## config.mk

```make
export PLATFORM = sky130hd
export DESIGN_NAME = match_ctrl
export DESIGN_NICKNAME = d
export VERILOG_FILES = /design/src/rtl/match_ctrl.sv
export SDC_FILE = /design/constraint.sdc
export NUM_CORES = 1
export LEC_CHECK = 0
export ABC_AREA = 1
export CAP_MARGIN = 20
export CORE_ASPECT_RATIO = 1.75
export CORE_MARGIN = 2
export CORE_UTILIZATION = 62
export CTS_BUF_LIST = sky130_fd_sc_hd__clkbuf_4 sky130_fd_sc_hd__clkbuf_8
export CTS_CLUSTER_DIAMETER = 40
export DETAILED_ROUTE_END_ITERATION = 8
export PLACE_DENSITY = 0.89
export SYNTH_ARGS = -nofsm -noshare
export SYNTH_HDL_FRONTEND = slang
export SYNTH_SLANG_ARGS = --single-unit
```

## constraint.sdc

```tcl
create_clock -name clk -period 2.7 [get_ports clk]
set_clock_uncertainty 0.2 [all_clocks]
set_input_delay 0.54 -clock clk [delete_from_list [all_inputs] [get_ports clk]]
set_output_delay 0.54 -clock clk [all_outputs]
set_load 0.02 [all_outputs]
```

## src/rtl/match_ctrl.sv

```systemverilog
// match_ctrl: match sequencer for the pong datapath.
// Debounces the start button, runs the serve countdown, fires the one-cycle
// serve pulse into the ball engine and turns the engine's free-running score
// counters into per-match points, ending the match at WIN_SCORE.
module match_ctrl #(
  parameter int DEBOUNCE_CLKS    = 250_000,
  parameter int SERVE_DELAY_CLKS = 25_000_000,
  parameter int POINT_HOLD_CLKS  = 12_500_000,
  parameter int WIN_SCORE        = 7
) (
  input  logic       clk,
  input  logic       rst,
  input  logic       start_btn,
  input  logic [3:0] score1_in,
  input  logic [3:0] score2_in,
  output logic       ball_start,
  output logic [2:0] game_state,
  output logic [1:0] countdown,
  output logic [3:0] match1,
  output logic [3:0] match2,
  output logic [1:0] winner
);

  localparam int TIMER_MAX = (SERVE_DELAY_CLKS > POINT_HOLD_CLKS) ? SERVE_DELAY_CLKS : POINT_HOLD_CLKS;
  localparam int TIMER_W   = (TIMER_MAX > 1) ? $clog2(TIMER_MAX) : 1;
  localparam int DB_W      = (DEBOUNCE_CLKS > 1) ? $clog2(DEBOUNCE_CLKS) : 1;

  localparam logic [TIMER_W-1:0] SERVE_LAST = TIMER_W'(SERVE_DELAY_CLKS - 1);
  localparam logic [TIMER_W-1:0] POINT_LAST = TIMER_W'(POINT_HOLD_CLKS - 1);
  localparam logic [DB_W-1:0]    DB_LAST    = DB_W'(DEBOUNCE_CLKS - 1);
  localparam logic [3:0]         WIN        = 4'(WIN_SCORE);

  typedef enum logic [2:0] {
    IDLE     = 3'd0,
    SERVE    = 3'd1,
    PLAY     = 3'd2,
    POINT    = 3'd3,
    GAMEOVER = 3'd4
  } state_e;

  logic              sync1_q, sync2_q;
  logic [DB_W-1:0]   dbCnt_q, dbCnt_d;
  logic              dbLevel_q, dbLevel_d;
  logic              dbPrev_q;
  logic              press;

  logic [3:0]        prev1_q, prev2_q;
  logic              primed_q;
  logic              evt1, evt2;

  state_e            state_q, state_d;
  logic [TIMER_W-1:0] timer_q, timer_d;
  logic [1:0]        countdown_q, countdown_d;
  logic [3:0]        match1_q, match1_d;
  logic [3:0]        match2_q, match2_d;
  logic [1:0]        winner_q, winner_d;
  logic              ballStart_q, ballStart_d;
  logic [3:0]        match1Inc, match2Inc;

  // Two-flop synchronizer for the raw asynchronous button level
  always_ff @(posedge clk or posedge rst) begin
    if (rst) begin
      sync1_q <= 1'b0;
      sync2_q <= 1'b0;
    end else begin
      sync1_q <= start_btn;
      sync2_q <= sync1_q;
    end
  end

  // Debounce: accept the synced level only after it disagrees for DEBOUNCE_CLKS cycles
  always_comb begin
    dbCnt_d   = dbCnt_q;
    dbLevel_d = dbLevel_q;
    if (sync2_q == dbLevel_q) begin
      dbCnt_d = '0;
    end else if (dbCnt_q == DB_LAST) begin
      dbLevel_d = sync2_q;
      dbCnt_d   = '0;
    end else begin
      dbCnt_d = dbCnt_q + DB_W'(1);
    end
  end

  // Debounce registers plus a delayed copy of the level for edge detection
  always_ff @(posedge clk or posedge rst) begin
    if (rst) begin
      dbCnt_q   <= '0;
      dbLevel_q <= 1'b0;
      dbPrev_q  <= 1'b0;
    end else begin
      dbCnt_q   <= dbCnt_d;
      dbLevel_q <= dbLevel_d;
      dbPrev_q  <= dbLevel_q;
    end
  end

  assign press = dbLevel_q & ~dbPrev_q;

  // Track engine scores every cycle; the first cycle out of reset only primes
  always_ff @(posedge clk or posedge rst) begin
    if (rst) begin
      prev1_q  <= 4'd0;
      prev2_q  <= 4'd0;
      primed_q <= 1'b0;
    end else begin
      prev1_q  <= score1_in;
      prev2_q  <= score2_in;
      primed_q <= 1'b1;
    end
  end

  assign evt1 = primed_q && (score1_in != prev1_q);
  assign evt2 = primed_q && (score2_in != prev2_q);

  assign match1Inc = (evt1 && (match1_q < WIN)) ? match1_q + 4'd1 : match1_q;
  assign match2Inc = (evt2 && (match2_q < WIN)) ? match2_q + 4'd1 : match2_q;

  // State register and all registered outputs
  always_ff @(posedge clk or posedge rst) begin
    if (rst) begin
      state_q     <= IDLE;
      timer_q     <= '0;
      countdown_q <= 2'd0;
      match1_q    <= 4'd0;
      match2_q    <= 4'd0;
      winner_q    <= 2'd0;
      ballStart_q <= 1'b0;
    end else begin
      state_q     <= state_d;
      timer_q     <= timer_d;
      countdown_q <= countdown_d;
      match1_q    <= match1_d;
      match2_q    <= match2_d;
      winner_q    <= winner_d;
      ballStart_q <= ballStart_d;
    end
  end

  // Next-state logic: serve countdown, point crediting and match end
  always_comb begin
    state_d     = state_q;
    timer_d     = timer_q;
    countdown_d = countdown_q;
    match1_d    = match1_q;
    match2_d    = match2_q;
    winner_d    = winner_q;
    ballStart_d = 1'b0;
    case (state_q)
      IDLE: begin
        if (press) begin
          match1_d    = 4'd0;
          match2_d    = 4'd0;
          winner_d    = 2'd0;
          countdown_d = 2'd3;
          timer_d     = '0;
          state_d     = SERVE;
        end
      end
      SERVE: begin
        if (timer_q == SERVE_LAST) begin
          timer_d = '0;
          if (countdown_q == 2'd1) begin
            countdown_d = 2'd0;
            ballStart_d = 1'b1;
            state_d     = PLAY;
          end else begin
            countdown_d = countdown_q - 2'd1;
          end
        end else begin
          timer_d = timer_q + TIMER_W'(1);
        end
      end
      PLAY: begin
        if (evt1 || evt2) begin
          match1_d = match1Inc;
          match2_d = match2Inc;
          if (match1Inc >= WIN) begin
            winner_d = 2'd1;
            state_d  = GAMEOVER;
          end else if (match2Inc >= WIN) begin
            winner_d = 2'd2;
            state_d  = GAMEOVER;
          end else begin
            timer_d = '0;
            state_d = POINT;
          end
        end
      end
      POINT: begin
        if (timer_q == POINT_LAST) begin
          timer_d     = '0;
          countdown_d = 2'd3;
          state_d     = SERVE;
        end else begin
          timer_d = timer_q + TIMER_W'(1);
        end
      end
      GAMEOVER: begin
        if (press) begin
          state_d = IDLE;
        end
      end
      default: begin
        state_d = IDLE;
      end
    endcase
  end

  // Outputs come straight from registers so the renderer sees glitch-free values
  always_comb begin
    ball_start = ballStart_q;
    game_state = state_q;
    countdown  = countdown_q;
    match1     = match1_q;
    match2     = match2_q;
    winner     = winner_q;
  end

endmodule

```

==> impl_metrics.sql <==
INSERT INTO impl_metrics (metric_group, metric, value, unit) VALUES
('run_status', 'outcome', 'finished clean', ''),
('timing', 'drv_slew', '0', ''),
('clock_tree', 'clk_pin_slew_worst_paths', '0.08', 'ns'),
('floorplan', 'std_cell_rows', '39', ''),
('placed_design', 'port-buffer-count', '26', ''),
('timing', 'achievable_clock_frequency', '422.2', 'MHz'),
('placed_design', 'hpwl', '7371', 'um'),
('layout', 'final_common_cell', 'nand2_1', ''),
('synthesis', 'ys.warnings.count', '0', ''),
('floorplan', 'initial_utilization', '0.6429', ''),
('synthesis', 'syn-cell-area', '4204', 'um^2'),
('pwr', 'seqPwrFrac', '0.563', ''),
('synthesis', 'share_of_the_synthesized_area_in_compound_gates_ao_oa_aoi_oai', '0.08661', ''),
('timing', 'rsz0062_at_grt', 'false', ''),
('route', 'detailedRoute.firstPassIterationCount', '5', ''),
('clock_tree', 'cts.path.max_buffers', '2', ''),
('setup_path', 'path_max_fanout', '25', ''),
('timing', 'setup-violations-final', '0', ''),
('synthesis', 'synth_area_per_cell', '7.644', 'um^2'),
('clock_tree', 'clock-sinks', '72', ''),
('pwr', 'comb_power_share', '0.045', ''),
('synthesis', 'synth_edf_count', '0', ''),
('pwr', 'leakage_power', '2.211', 'nW'),
('global_routing', 'maximum_number_of_pins_on_one_net_before_global_route_repair', '73', ''),
('synthesis', 'dominant_combinational_cell_family_by_area_after_synthesis', 'simple AND/OR/NAND/NOR gates', ''),
('timing', 'setup_slack', '0.3315', 'ns'),
('route', 'drt_drc_violations_left', '0', ''),
('pwr', 'power.switching_fraction', '0.2545', ''),
('floorplan', 'die-width', '66.25', 'um'),
('route', 'detail_route.wl_per_cell', '14.64', 'um'),
('setup_path', 'critPathArrivalTime', '2.42', 'ns'),
('layout', 'n_antenna_cell', '0', ''),
('synthesis', 'muxShareOfSynthArea', '0', ''),
('synthesis', 'synth_sequential_area_ratio', '0.4286', ''),
('synthesis', 'synth_fa_ha_area_frac', '0.01488', ''),
('pwr', 'power_switching', '0.4967', 'mW'),
('layout', 'layout.cell_area.non_filler', '4775', 'um^2'),
('clock_tree', 'cts_buf_count', '9', ''),
('pwr', 'clock_power_share', '0.392', ''),
('setup_path', 'criticalPathCategory', 'in2reg', ''),
('placed_design', 'routabilityCongestion', '0.9949', ''),
('min_path', 'hp-class', 'reg2reg', ''),
('clock_tree', 'setup_bufs_post_cts', '0', ''),
('global_routing', 'initial_antenna_violation_count', '0', ''),
('route', 'drt-total-wl', '9899', 'um'),
('global_routing', 'grt_pass1_vias', '3980', ''),
('synthesis', 'post_synth_and_or_nand_nor_area_fraction', '0.3429', ''),
('synthesis', 'postSynth.asyncResetShare', '1.000', ''),
('timing', 'final-hold-violation-count', '0', ''),
('placed_design', 'dpl_cell_area', '4603', 'um^2'),
('route', 'route.vias.total', '3889', ''),
('synthesis', 'synthCells', '550', ''),
('placed_design', 'setup_ws_pre_cts', '-0.02550', 'ns'),
('layout', 'layoutNonFillerInstCount', '676', ''),
('floorplan', 'design.portCount', '27', ''),
('clock_tree', 'clock_tree.htree_level_count', '3', ''),
('clock_tree', 'holdBufCountCts', '0', ''),
('setup_path', 'worst_ep_required_time', '2.75', 'ns'),
('synthesis', 'synth_xor_xnor_area_share', '0.03333', ''),
('layout', 'fraction_of_layout_cells_with_a_size_suffix_above_1', '0.1162', ''),
('layout', 'layout_common_cells', '142 x nand2_1, 78 x inv_1, 72 x dfrtp_1', ''),
('pwr', 'power.total', '1.952', 'mW'),
('floorplan', 'core_area', '6539', 'um^2'),
('route', 'ant_nets_after_route', '0', ''),
('clock_tree', 'cts_resized', '0', ''),
('clock_tree', 'insertion_delay', '0.36', 'ns'),
('synthesis', 'postSynthRegisterBits', '72', ''),
('layout', 'fin_nets', '605', ''),
('job', 'timing.max_cap.violations', '0', ''),
('placed_design', 'post-place-cells', '660', ''),
('timing', 'tns', '0', 'ns');
==> cells by family (layout without fill, tap and decap cells) <==
logic type                 Yosys count  in the layout
AOI/OAI and AO/OA                   61             61
xor gates and xnor gates            16             16
adders and majority gates            5              5
buffers and inverters               97            141
DFF                                 72             72
other                                1              1
and+or+nand+nor                    298            298
==> sequential cells by signal, indices dropped and copies added (netlist names), 2 cells and up <==
register,flops
dbCnt_q,18
prev2_q,4
match1,4
winner,2
match2,4
timer_q,25
prev1_q,4
countdown,2
game_state,3
==> metal layers <==
| layer | global-route usage | up-vias | share of wire |
|---|---|---|---|
| met2 | 0.5273 | 157 | 0.54 |
| met1 | 0.3209 | 1824 | 0.37 |
| met4 | 0.1592 | 0 | 0.040 |
| met3 | 0.07058 | 44 | 0.047 |
| li1 | - | 1864 | - |
| met5 | 0 | - | 0 |
==> power groups by stage <==
stage               logic (mW)  registers [mW]  clock network [mW]
finish                  0.0882            1.10               0.765
global route             0.102            1.10               0.826
CTS                     0.0902            1.10               0.784
detailed placement      0.0899            1.12                   0
global placement        0.0836            1.12                   0
floorplan               0.0524            1.12                   0
==> area by class of cell <==
| class | instances | area (um^2) | share of cell area |
|---|---|---|---|
| clock buffers | 9 | 123.9 | 0.02594 |
| clock inverters | 7 | 47.55 | 0.009958 |
| inverters | 91 | 341.6 | 0.07154 |
| multi-input cells | 381 | 2012 | 0.4214 |
| flip-flops and latches | 72 | 1802 | 0.3774 |
| well taps | 82 | 102.6 | 0.02149 |
| repair buffers | 34 | 345.3 | 0.07233 |
==> worst max-delay path, stage by stage <==
cell             delay [ns]
clkdlybuf4s50_1        0.51
inv_1                  0.05
nand2_1                0.06
nand2_1                0.06
nor2_1                 0.16
nand2_2                0.12
nand4_1                0.11
o21ai_0                0.09
inv_1                  0.10
o21ai_2                0.07
nand2_1                0.13
nand3_4                0.09
buf_12                 0.17
a21o_1                 0.16
==> path summary, 6_finish.rpt <==
check                             startpoint          to  slack, ns  cells past startpoint
worst min-delay path                 sync1_q     sync2_q       0.16                      0
worst max-delay path            score1_in[1]  timer_q[2]       0.33                     14
worst min register to register       sync1_q     sync2_q       0.16                      0
max in group asynchronous                rst   winner[1]       1.61                      3
worst max register to register    timer_q[1]  timer_q[2]       0.40                     11
min in group asynchronous                rst  timer_q[7]       0.40                      3
==> through the flow <==
stage / hold WS, ns / utilization
6_report: 0.1632 / 0.7302
5_1_grt: 0.1672 / 0.7302
2_1_floorplan: 0.1312 / -
3_5_place_dp: 0.1364 / 0.7040
4_1_cts: 0.1575 / 0.7302
3_3_place_gp: 0.1342 / 0.7040
==> cell usage after synthesis (all sizes together), types with 2 or more instances <==
cell type	n	share of area
a21oi	12	0.017
a31oi	3	0.0045
buf	6	0.012
dfrtp	72	0.43
ha	5	0.015
inv	91	0.081
nand2	146	0.13
nand3	39	0.053
nand3b	3	0.0054
nand4	16	0.024
nor2	57	0.064
nor3	22	0.035
nor3b	3	0.0054
nor4	11	0.021
o2111ai	2	0.0042
o211ai	4	0.0071
o21ai	30	0.038
o22ai	6	0.0089
xnor2	3	0.0063
xor2	13	0.027
Power figures use the tool's default switching activity.
